==> config.mk <==
export PLATFORM = sky130hd
export DESIGN_NAME = down_cascade_stage
export DESIGN_NICKNAME = d
export VERILOG_FILES = /design/src/rtl/down_cascade_stage.sv
export SDC_FILE = /design/constraint.sdc
export NUM_CORES = 1
export LEC_CHECK = 0
export CORE_MARGIN = 4
export CORE_UTILIZATION = 50
export CTS_CLUSTER_SIZE = 25
export DETAILED_ROUTE_END_ITERATION = 8
export GPL_ROUTABILITY_DRIVEN = 0
export PLACE_DENSITY = 0.84
export RECOVER_POWER = 100
export REMOVE_ABC_BUFFERS = 1
export SYNTH_ARGS = -nofsm -noshare
export SYNTH_HDL_FRONTEND = slang
export SYNTH_SLANG_ARGS = --single-unit
==> constraint.sdc <==
create_clock -name clk -period 2.9 [get_ports clk]
set_input_delay 0.58 -clock clk [delete_from_list [all_inputs] [get_ports clk]]
set_output_delay 0.58 -clock clk [all_outputs]
set_load 0.02 [all_outputs]
==> src/rtl/down_cascade_stage.sv <==
// Cascade stage behind the 4-bit down counter: borrow detect, upper count,
// terminal count in one-shot or auto-reload mode, and stalled-source flag.
module down_cascade_stage #(
   parameter int HI_W      = 4,
   parameter int STALL_CYC = 8
) (
   input  logic            clk,
   input  logic            rst,
   input  logic [3:0]      cnt_in,
   input  logic            en,
   input  logic            start,
   input  logic            mode_reload,
   input  logic [HI_W-1:0] reload_hi,
   input  logic            clr_done,
   output logic [HI_W+3:0] count_out,
   output logic            borrow,
   output logic            tc,
   output logic            done,
   output logic            stall,
   output logic            busy
);

   localparam int SC_W =
      (STALL_CYC > 0) ? $clog2(STALL_CYC + 1) : 1;
   localparam logic [SC_W-1:0] SC_MAX =
      SC_W'(STALL_CYC);
   localparam logic [SC_W-1:0] SC_ONE =
      SC_W'(1);

   typedef enum logic [1:0] {
      IDLE = 2'd0,
      RUN  = 2'd1,
      FIN  = 2'd2
   } state_t;

   state_t          state;
   logic [HI_W-1:0] hi_cnt;
   logic [3:0]      cnt_q;
   logic            valid_q;
   logic [SC_W-1:0] stall_cnt;

   logic borrow_det;
   logic same;
   logic hi_zero;

   // Only a true 0 -> F step counts as a wrap.
   assign borrow_det = valid_q
                    && (cnt_q == 4'h0)
                    && (cnt_in == 4'hF);
   assign same      = valid_q && (cnt_in == cnt_q);
   assign hi_zero   = (hi_cnt == '0);

   assign count_out = {hi_cnt, cnt_q};
   assign busy      = (state == RUN);

   always_ff @(posedge clk or negedge rst) begin
      if (!rst) begin
         state     <= IDLE;
         hi_cnt    <= '0;
         cnt_q     <= 4'h0;
         valid_q   <= 1'b0;
         stall_cnt <= '0;
         borrow    <= 1'b0;
         tc        <= 1'b0;
         done      <= 1'b0;
         stall     <= 1'b0;
      end else begin
         cnt_q   <= cnt_in;
         valid_q <= 1'b1;
         borrow  <= 1'b0;
         tc      <= 1'b0;
         if (clr_done)
            done <= 1'b0;
         if (start) begin
            hi_cnt    <= reload_hi;
            state     <= RUN;
            done      <= 1'b0;
            stall     <= 1'b0;
            stall_cnt <= '0;
         end else if (state == RUN && en) begin
            if (borrow_det) begin
               borrow <= 1'b1;
               if (!hi_zero) begin
                  hi_cnt <= hi_cnt - HI_W'(1);
               end else begin
                  tc <= 1'b1;
                  if (mode_reload) begin
                     hi_cnt <= reload_hi;
                  end else begin
                     state <= FIN;
                     done  <= 1'b1;
                  end
               end
            end
            // Saturating run length of unchanged samples.
            if (STALL_CYC > 0) begin
               if (same) begin
                  if (stall_cnt != SC_MAX)
                     stall_cnt <= stall_cnt + SC_ONE;
                  if (stall_cnt >= SC_MAX - SC_ONE)
                     stall <= 1'b1;
               end else begin
                  stall_cnt <= '0;
               end
            end
         end
      end
   end

endmodule

# ---- Yosys cells after proc, flatten, opt, wreduce, memory -nomap -nowiden
# Index checks and enable logic that the tools add are counted.
dict set report word_totals {
  register_bits 19
  input_bits 14
  out_inout_bits 13
  wordCells 65
}
dict set report classes {
  add_sub_neg 2
  magnitude_cmp 1
  eq_ne 7
  muxes 31
  reduce_logical 15
}
# op n
set ops {}
lappend ops {{4-bit two-way mux} 9}
lappend ops {{1-bit two-way mux} 17}
lappend ops {{2-bit two-way mux} 5}
lappend ops {{2-bit nonzero test} 5}
lappend ops {{4-bit zero test} 2}
lappend ops {{3-bit AND reduction} 2}
lappend ops {{4-bit by 1-bit adder with 4-bit output, second input constant} 1}
lappend ops {{4-bit equality test} 1}
lappend ops {{4-bit equality test, second input constant} 1}
lappend ops {{4-bit by 3-bit greater-or-equal comparator with 1-bit output, second input constant} 1}
lappend ops {{1-bit logical AND} 4}
lappend ops {{4-bit inequality test, second input constant} 1}
lappend ops {{4-bit AND reduction} 1}
lappend ops {{4-bit by 1-bit subtractor with 4-bit output, second input constant} 1}
lappend ops {{3-bit by 2-bit inequality test with 1-bit output, second input constant} 1}
lappend ops {{3-bit inequality test, second input constant} 1}
lappend ops {{2-bit by 1-bit equality test with 1-bit output, second input constant} 1}
lappend ops {{2-bit inequality test, second input constant} 1}
lappend ops {{2-bit AND reduction} 1}

# ---- Depth between registers and ports, before layout
dict set report logic_depth {
  depth_word 6
  mapped_depth 6
  mapped_depth_nobuf 6
}

# ---- Worst setup path before layout
# Ideal clock, no wire load.
dict set report synth_timing {
  kind {input to register}
  start {input port cnt_in[2]}
  end {register state[0]}
  setup_ps 118
  t_arrival_ps 1770
  required_ps 2782
  slack_ps 1012
  cell_stages 4
  path_buffers 0
  cell_sequence {or4b_4 -> nor4_4 -> nand3_1 -> a21o_1}
}
dict set report synth_via {
  elab_chain_len 4
}
# item line_no
set synth_lines {}
lappend synth_lines {{start, declared} 9} ;# input logic [3:0] cnt_in,
lappend synth_lines {{4-bit equality test} 49} ;# && (cnt_in == 4'hF);
lappend synth_lines {{1-bit logical AND} 49}
lappend synth_lines {{2-bit nonzero test (no line)} n/a}
lappend synth_lines {{4-bit AND reduction (no line)} n/a}
lappend synth_lines {{end signal, assigned} 58} ;# state <= IDLE;
lappend synth_lines {{end signal, assigned} 76} ;# state <= RUN;
lappend synth_lines {{end signal, assigned} 90} ;# state <= FIN;
lappend synth_lines {{end, declared} 36} ;# state_t state;
# No other way between the ends.
# A chain may end at the register's enable or synchronous reset.

# ---- Worst setup path after layout
dict set report layout_timing {
  start {input port cnt_in[2]}
  end {register hi_cnt[3]}
}
dict set report layout_via {
  elab_chain_len 4
}
# item line_no
set layout_lines {}
lappend layout_lines {{4-bit equality test} 49}
lappend layout_lines {{1-bit logical AND} 49}
lappend layout_lines {{2-bit nonzero test (no line)} n/a}
lappend layout_lines {{3-bit AND reduction (no line)} n/a}
lappend layout_lines {{end signal, assigned} 75} ;# hi_cnt <= reload_hi;
lappend layout_lines {{end signal, assigned} 84} ;# hi_cnt <= hi_cnt - HI_W'(1);
lappend layout_lines {{end signal, assigned} 88} ;# hi_cnt <= reload_hi;
lappend layout_lines {{end, declared} 37} ;# logic [HI_W-1:0] hi_cnt;
# No other way between the ends.

==> run metrics <==
final max-slew violation count=0; Core ar.=1800 µm²; ratio of cells with drive above 1 in the final layout=0.0800; post-route cell area=1290 µm²; via count=817; Max Cap Violations=0; # rows=15; total length of routed wires=2080 µm; Final Skew=0.00117 ns; average via count per standard cell=5.45; post-detailed-route count of antenna-violating nets=0; worst slack, placed=0.306 ns; Setup TNS Final=0 ns; run status=complete, no violations; vertical die dimension=52.4 µm; proportion of synthesized flip-flops having asynchronous set or reset=1.00; area delta synth->final=31.1%; pin count of the biggest net entering global routing=20; Post-Syn Area=986 µm²; kind of start point of the critical path=primary input; filler cell count=145; #FFs+latches synth=19; setup-violating endpoint count in the final report=0; leading cell types in the layout, fill and taps excluded=dfrtp_1, dlygate4sd3_1, inv_1, a21oi_1, clkdlybuf4s50_1; worst skew pair latency=0.28 ns; worst path arrival time=2.63 ns; endpoint kind of the worst setup timing path=register; post-CTS setup-driven buffer insertion count=0; pin slew with the least headroom to its limit=0.839 ns; DRC violation total after the first TritonRoute iteration=10; sequential cell area fraction in the yosys report=0.482; total area of multi-input combinational cells=454 µm²; routed len/inst=13.8 µm; Slowest-stage cell, CP=dlygate4sd3_1; primary flip-flop cell chosen by synthesis mapping=dfrtp_1; Pre-antenna DRT Iters=4; hold violation count in the final report=0; chain of cells forming the critical path=dlygate4sd3_1 > or4b_1 > nor4_4 > a21oi_1 > o32ai_1; Gate Count Post-Synth=95; syn avg cell area=10.4 µm²; quantity of I/O buffers inserted on ports=26; number of enable flip-flop cells after synthesis=0; peak ir drop on the vdd network=225 µV; post-place instance area=1280 µm²; htree depth=1; end-of-flow core utilization=0.717; power density cells=411 nW/µm²; leak pwr=0.562 nW; post-CTS resize count=0; warnings from Yosys=0; clock edge transition at the registers on the reported setup and hold paths=0.10 ns; effective utilization at floorplan=0.547; portion of the clock cycle consumed by the worst path in the final layout=0.844; number of buffers inserted during clock tree synthesis=3; Sink Count=19; Peak Freq=409 MHz; cell at the root of the clock tree=clkbuf_4; area of the die=2750 µm²; library cells used by synthesis=36; DP HPWL=1630 µm; least setup slack across all paths after layout=0.453 ns; number of nets in the layout=143; Congestion Overflow GR=0; register cell area after layout=475 µm²; highest net fanout along the worst path=8; setup repair after global routing missed its margin=false; Tot Pwr=0.531 mW; number of top-level pins=27; vias in the first global route=846; initial antenna violation count=0; remaining design rule violation count=0; width of the die=52.4 µm; Required @ worst endpoint=3.09 ns; class of the most critical hold timing path=reg -> reg; Slew HR=0.439; Crit Path Class=in -> reg; Post-CTS Hold Buffers=0; clock buffer depth=2; TritonCTS clock tree=built; Min Clock Period, post-route=2.45 ns; diodes inserted=0; leading cell type in the layout, fill and taps excluded=dfrtp_1; first-pass GRT wire length=3460 µm; delay contributed by the slowest stage of the critical path=0.59 ns; overall fraction of global-route tracks in use=0.169
==> synthesized netlist by cell type (all sizes together) (2+ instances only) <==
library cell | number | area (µm²)
and3 | 3 | 21.3
o21ai | 4 | 20.0
inv | 10 | 37.5
nand2b | 3 | 18.8
ha | 3 | 37.5
o22ai | 3 | 18.8
xor2 | 3 | 26.3
nand3 | 2 | 10.0
nand3b | 2 | 15.0
a21oi | 9 | 48.8
dfrtp | 19 | 475
mux2i | 3 | 30.0
o32ai | 2 | 25.0
nand2 | 6 | 22.5
nor2 | 2 | 7.51
a31oi | 2 | 12.5
nor2b | 3 | 18.8
==> worst paths after layout <==
kind	from	end	slack, ns	cells after the start
setup / recovery	cnt_in[2]	hi_cnt[3]	0.45	5
hold / removal	state[0]	state[0]	0.51	1
setup reg to reg	hi_cnt[0]	hi_cnt[1]	0.70	6
hold reg to reg	state[0]	state[0]	0.51	1
max in group asynchronous	rst	done	1.55	1
min in group asynchronous	rst	tc	0.84	1
==> sequential cells by signal (all words and copies together), names as in the netlist <==
register   cells
valid_q        1
stall_cnt      4
borrow         1
tc             1
state          2
cnt_q          4
hi_cnt         4
stall          1
done           1
==> critical path, delay by kind of cell <==
family | cells | cell delay (ns)
compound gates | 2 | 0.53
buf+inv | 1 | 0.59
simple gates | 2 | 0.94
==> cell type report <==
type | instances | share of cell area
Inverter | 10 | 0.0290
Sequential cell | 19 | 0.368
Clock buffer | 4 | 0.0203
Timing Repair Buffer | 27 | 0.207
Tap cell | 25 | 0.0242
Multi-Input combinational cell | 65 | 0.351
==> cell families (layout without fill, tap and decap cells) <==
logic type,after synthesis,in the layout,share of synthesized area
multiplexers,3,3,0.0305
flip-flops,19,19,0.482
buffers and inverters,11,41,0.0419
AO/OA/AOI/OAI,25,25,0.170
other,1,1,0.00380
adder cells (fa/ha/maj),3,3,0.0381
AND/OR/NAND/NOR,29,29,0.198
XOR/XNOR,4,4,0.0355
==> metal layers <==
metal	up-vias	share of wire	global-route usage
met5	-	0	0
met4	0	0.0053	0.0468
met3	2	0.064	0.0399
met2	28	0.46	0.283
met1	392	0.47	0.217
li1	395	-	-
==> stage by stage <==
step           instances  hold slack, ns
2_1_floorplan         94           0.284
3_3_place_gp         146           0.478
4_1_cts              150           0.516
5_1_grt              150           0.554
6_report             150           0.513
3_5_place_dp         146           0.491
==> where the power goes <==
part | total, mW | leakage, nW | internal, mW | switching [mW]
Clock | 0.126 | 0.0150 | 0.0533 | 0.0723
Combinational | 0.115 | 0.308 | 0.0547 | 0.0607
Sequential | 0.290 | 0.240 | 0.277 | 0.0123
No activity file was read; power rests on OpenSTA's default activity.
==> RTL edit: new RTL, same settings <==
Encoding of `state_t`: now one-hot (3 bits for 3 states).
--- a/src/rtl/down_cascade_stage.sv
+++ b/src/rtl/down_cascade_stage.sv
@@ -27,10 +27,10 @@
    localparam logic [SC_W-1:0] SC_ONE =
       SC_W'(1);
 
-   typedef enum logic [1:0] {
-      IDLE = 2'd0,
-      RUN  = 2'd1,
-      FIN  = 2'd2
+   typedef enum logic [2:0] {
+      IDLE = 3'b001,
+      RUN  = 3'b010,
+      FIN  = 3'b100
    } state_t;
 
    state_t          state;
Behaviour: no difference found for any inputs over 10 cycles, from zero or initial values and one cycle with rst low; not proved beyond that.
==> RTL edit against the original RTL <==
  * Area after synthesis increased by 11%
  * Power increased by 17%
  * Count of clock-buffer cells in the layout decreased by 1
  * Worst setup slack improved by 0.26 ns
  * Cell area increased by 9.3%
  * Wire length increased by 4.9%
  * Sequential cell count increased by 1
  * Sequential share of layout area decreased by 1.3 points
  * Critical endpoint is now hi_cnt[0]
  * Largest power group unchanged
==> RTL edit: results (changes against the original RTL) <==
- Routed vias: 879 (+7.6%)
- Routed wirelength normalized by instance count: 14.1 um (+1.5%)
- Main area contributors after synthesis: sky130_fd_sc_hd__dfrtp_1 (44%), sky130_fd_sc_hd__ha_1 (3.4%), sky130_fd_sc_hd__nor2_1 (3.1%), sky130_fd_sc_hd__dfstp_2 (2.4%), sky130_fd_sc_hd__xor2_1 (2.4%)
- Fillers: 159 (+9.7%)
- Iter 0 DRT Violations: 13 (+3)
- Worst vdd ir: 0.348 mV (+55%)
- Largest fanout of any net on the critical path: 7 (-1)
- Final HPWL from detailed placement: 1.66 mm (+1.9%)
- Number of H-tree branching levels: 1 (unchanged)
- Total global routing track utilization: 17.0% (+0.082 points)
- Tightest slew margin relative to the limit: 41.1% (-2.8 points)
- Clk slew on worst S/H paths: 0.12 ns (+0.02 ns)
- Reg-to-reg critical path endpoint: hi_cnt[2]
- Number of distinct standard cells referenced by the synthesized netlist: 46 (+28%)
- Count of clock tree sinks: 20 (+1)
- Global-route wire length before repair: 3.64 mm (+5.2%)
- Slack of the worst reg-to-reg path: 0.91 ns (+0.21 ns)
- Vias per std cell: 5.67 (+4.1%)
- Total placed cells including tap cells: 151 (+3.4%)
- Clock network latency to the later pin of the worst-skew pair: 0.30 ns (+0.02 ns)
- Destination of the critical timing path: hi_cnt[0]
- Share of synthesized area occupied by flip-flops and latches: 46.0% (-2.2 points)
- Skew final: 0.00803 ns (+0.00685 ns)
- Largest registers: cnt_q (4), hi_cnt (4), stall_cnt (4)
- Run status: finished, final reports clean
- Leakage power: 0.595 nW (+5.9%)
- Largest net degree at the start of global routing: 21 (+5.0%)
- Synth top cells by count: sky130_fd_sc_hd__dfrtp_1 (19), sky130_fd_sc_hd__nor2_1 (9), sky130_fd_sc_hd__inv_1 (6), sky130_fd_sc_hd__nand2_1 (4)
- Fraction of final layout cells sized beyond drive strength 1: 9.38% (+1.4 points)
- Vias in the first global route: 857 (+1.3%)
- Post-synthesis instance total: 100 (+5.3%)
==> RTL edit: cell types whose count changed after synthesis, moves of 2 or more <==
cell,delta
sky130_fd_sc_hd__mux2i_1,-2
sky130_fd_sc_hd__nor2_1,+7
sky130_fd_sc_hd__inv_1,-4
sky130_fd_sc_hd__or4b_1,+2
sky130_fd_sc_hd__nand2_1,-2
sky130_fd_sc_hd__a21oi_1,-5
sky130_fd_sc_hd__a311oi_1,+2
sky130_fd_sc_hd__o211a_1,+2
sky130_fd_sc_hd__and3_2,-2
==> RTL edit: kinds of logic (layout without fill, tap and decap cells) <==
| kind of cell | count (synthesis) | count (layout) | share of synthesized area, % |
|---|---|---|---|
| compound gates | 25 | 25 | 17.1 |
| xor+xnor | 4 | 4 | 3.21 |
| fa+ha+maj | 3 | 3 | 3.44 |
| buf+inv | 9 | 37 | 3.55 |
| flops | 20 | 20 | 46.0 |
| mux | 1 | 1 | 0.917 |
| other cells | 1 | 1 | 0.344 |
| simple gates | 37 | 37 | 25.5 |
==> RTL edit: final cells by class <==
cell class / count / area [um2] / share of cell area, %
Clock buffer: 3 / 22.5 / 1.59
Multi-Input combinational cell: 71 / 538 / 38.1
Sequential cell: 20 / 502 / 35.5
Timing Repair Buffer: 27 / 264 / 18.7
Tap cell: 27 / 33.8 / 2.39
Inverter: 6 / 22.5 / 1.59
Clock inverter: 1 / 30.0 / 2.13
==> RTL edit: stage by stage <==
stage               hold slack (ns)  setup slack [ns]  instance area, um2
floorplan                     0.284              1.16                1070
finish                        0.509             0.718                1410
global route                  0.518             0.521                1410
detailed placement            0.491             0.680                1380
CTS                           0.511             0.786                1430
global placement              0.479             0.715                1380
==> RTL edit: worst min path at each step <==
stage,depth (start not counted),endpoint,from
global placement,1,state[0],state[0]
CTS,1,state[0],state[0]
finish,1,state[0],state[0]
detailed placement,1,state[0],state[0]
global route,1,state[0],state[0]
floorplan,0,borrow,rst
==> RTL edit: worst reg2reg max path, cell delays in order, from the launching register on <==
cell and delay (ns):
sky130_fd_sc_hd__dfrtp_1 0.45, sky130_fd_sc_hd__inv_1 0.10, sky130_fd_sc_hd__ha_1 0.22, sky130_fd_sc_hd__nor3b_1 0.60
sky130_fd_sc_hd__nand2_1 0.17, sky130_fd_sc_hd__a311oi_1 0.29, sky130_fd_sc_hd__nor2_1 0.07
==> RTL edit: per-layer routing <==
layer,global-route usage [%],vias up,wire length (um)
li1,-,423,-
met1,20.3,411,940
met2,29.3,39,1080
met3,3.27,6,139
met4,7.47,0,23
met5,0,-,0
==> RTL edit: report_power, final <==
group          internal (mW)  leakage [nW]  switching (mW)
Combinational         0.0451         0.319          0.0494
Clock                  0.140        0.0279          0.0868
Sequential             0.288         0.248          0.0128
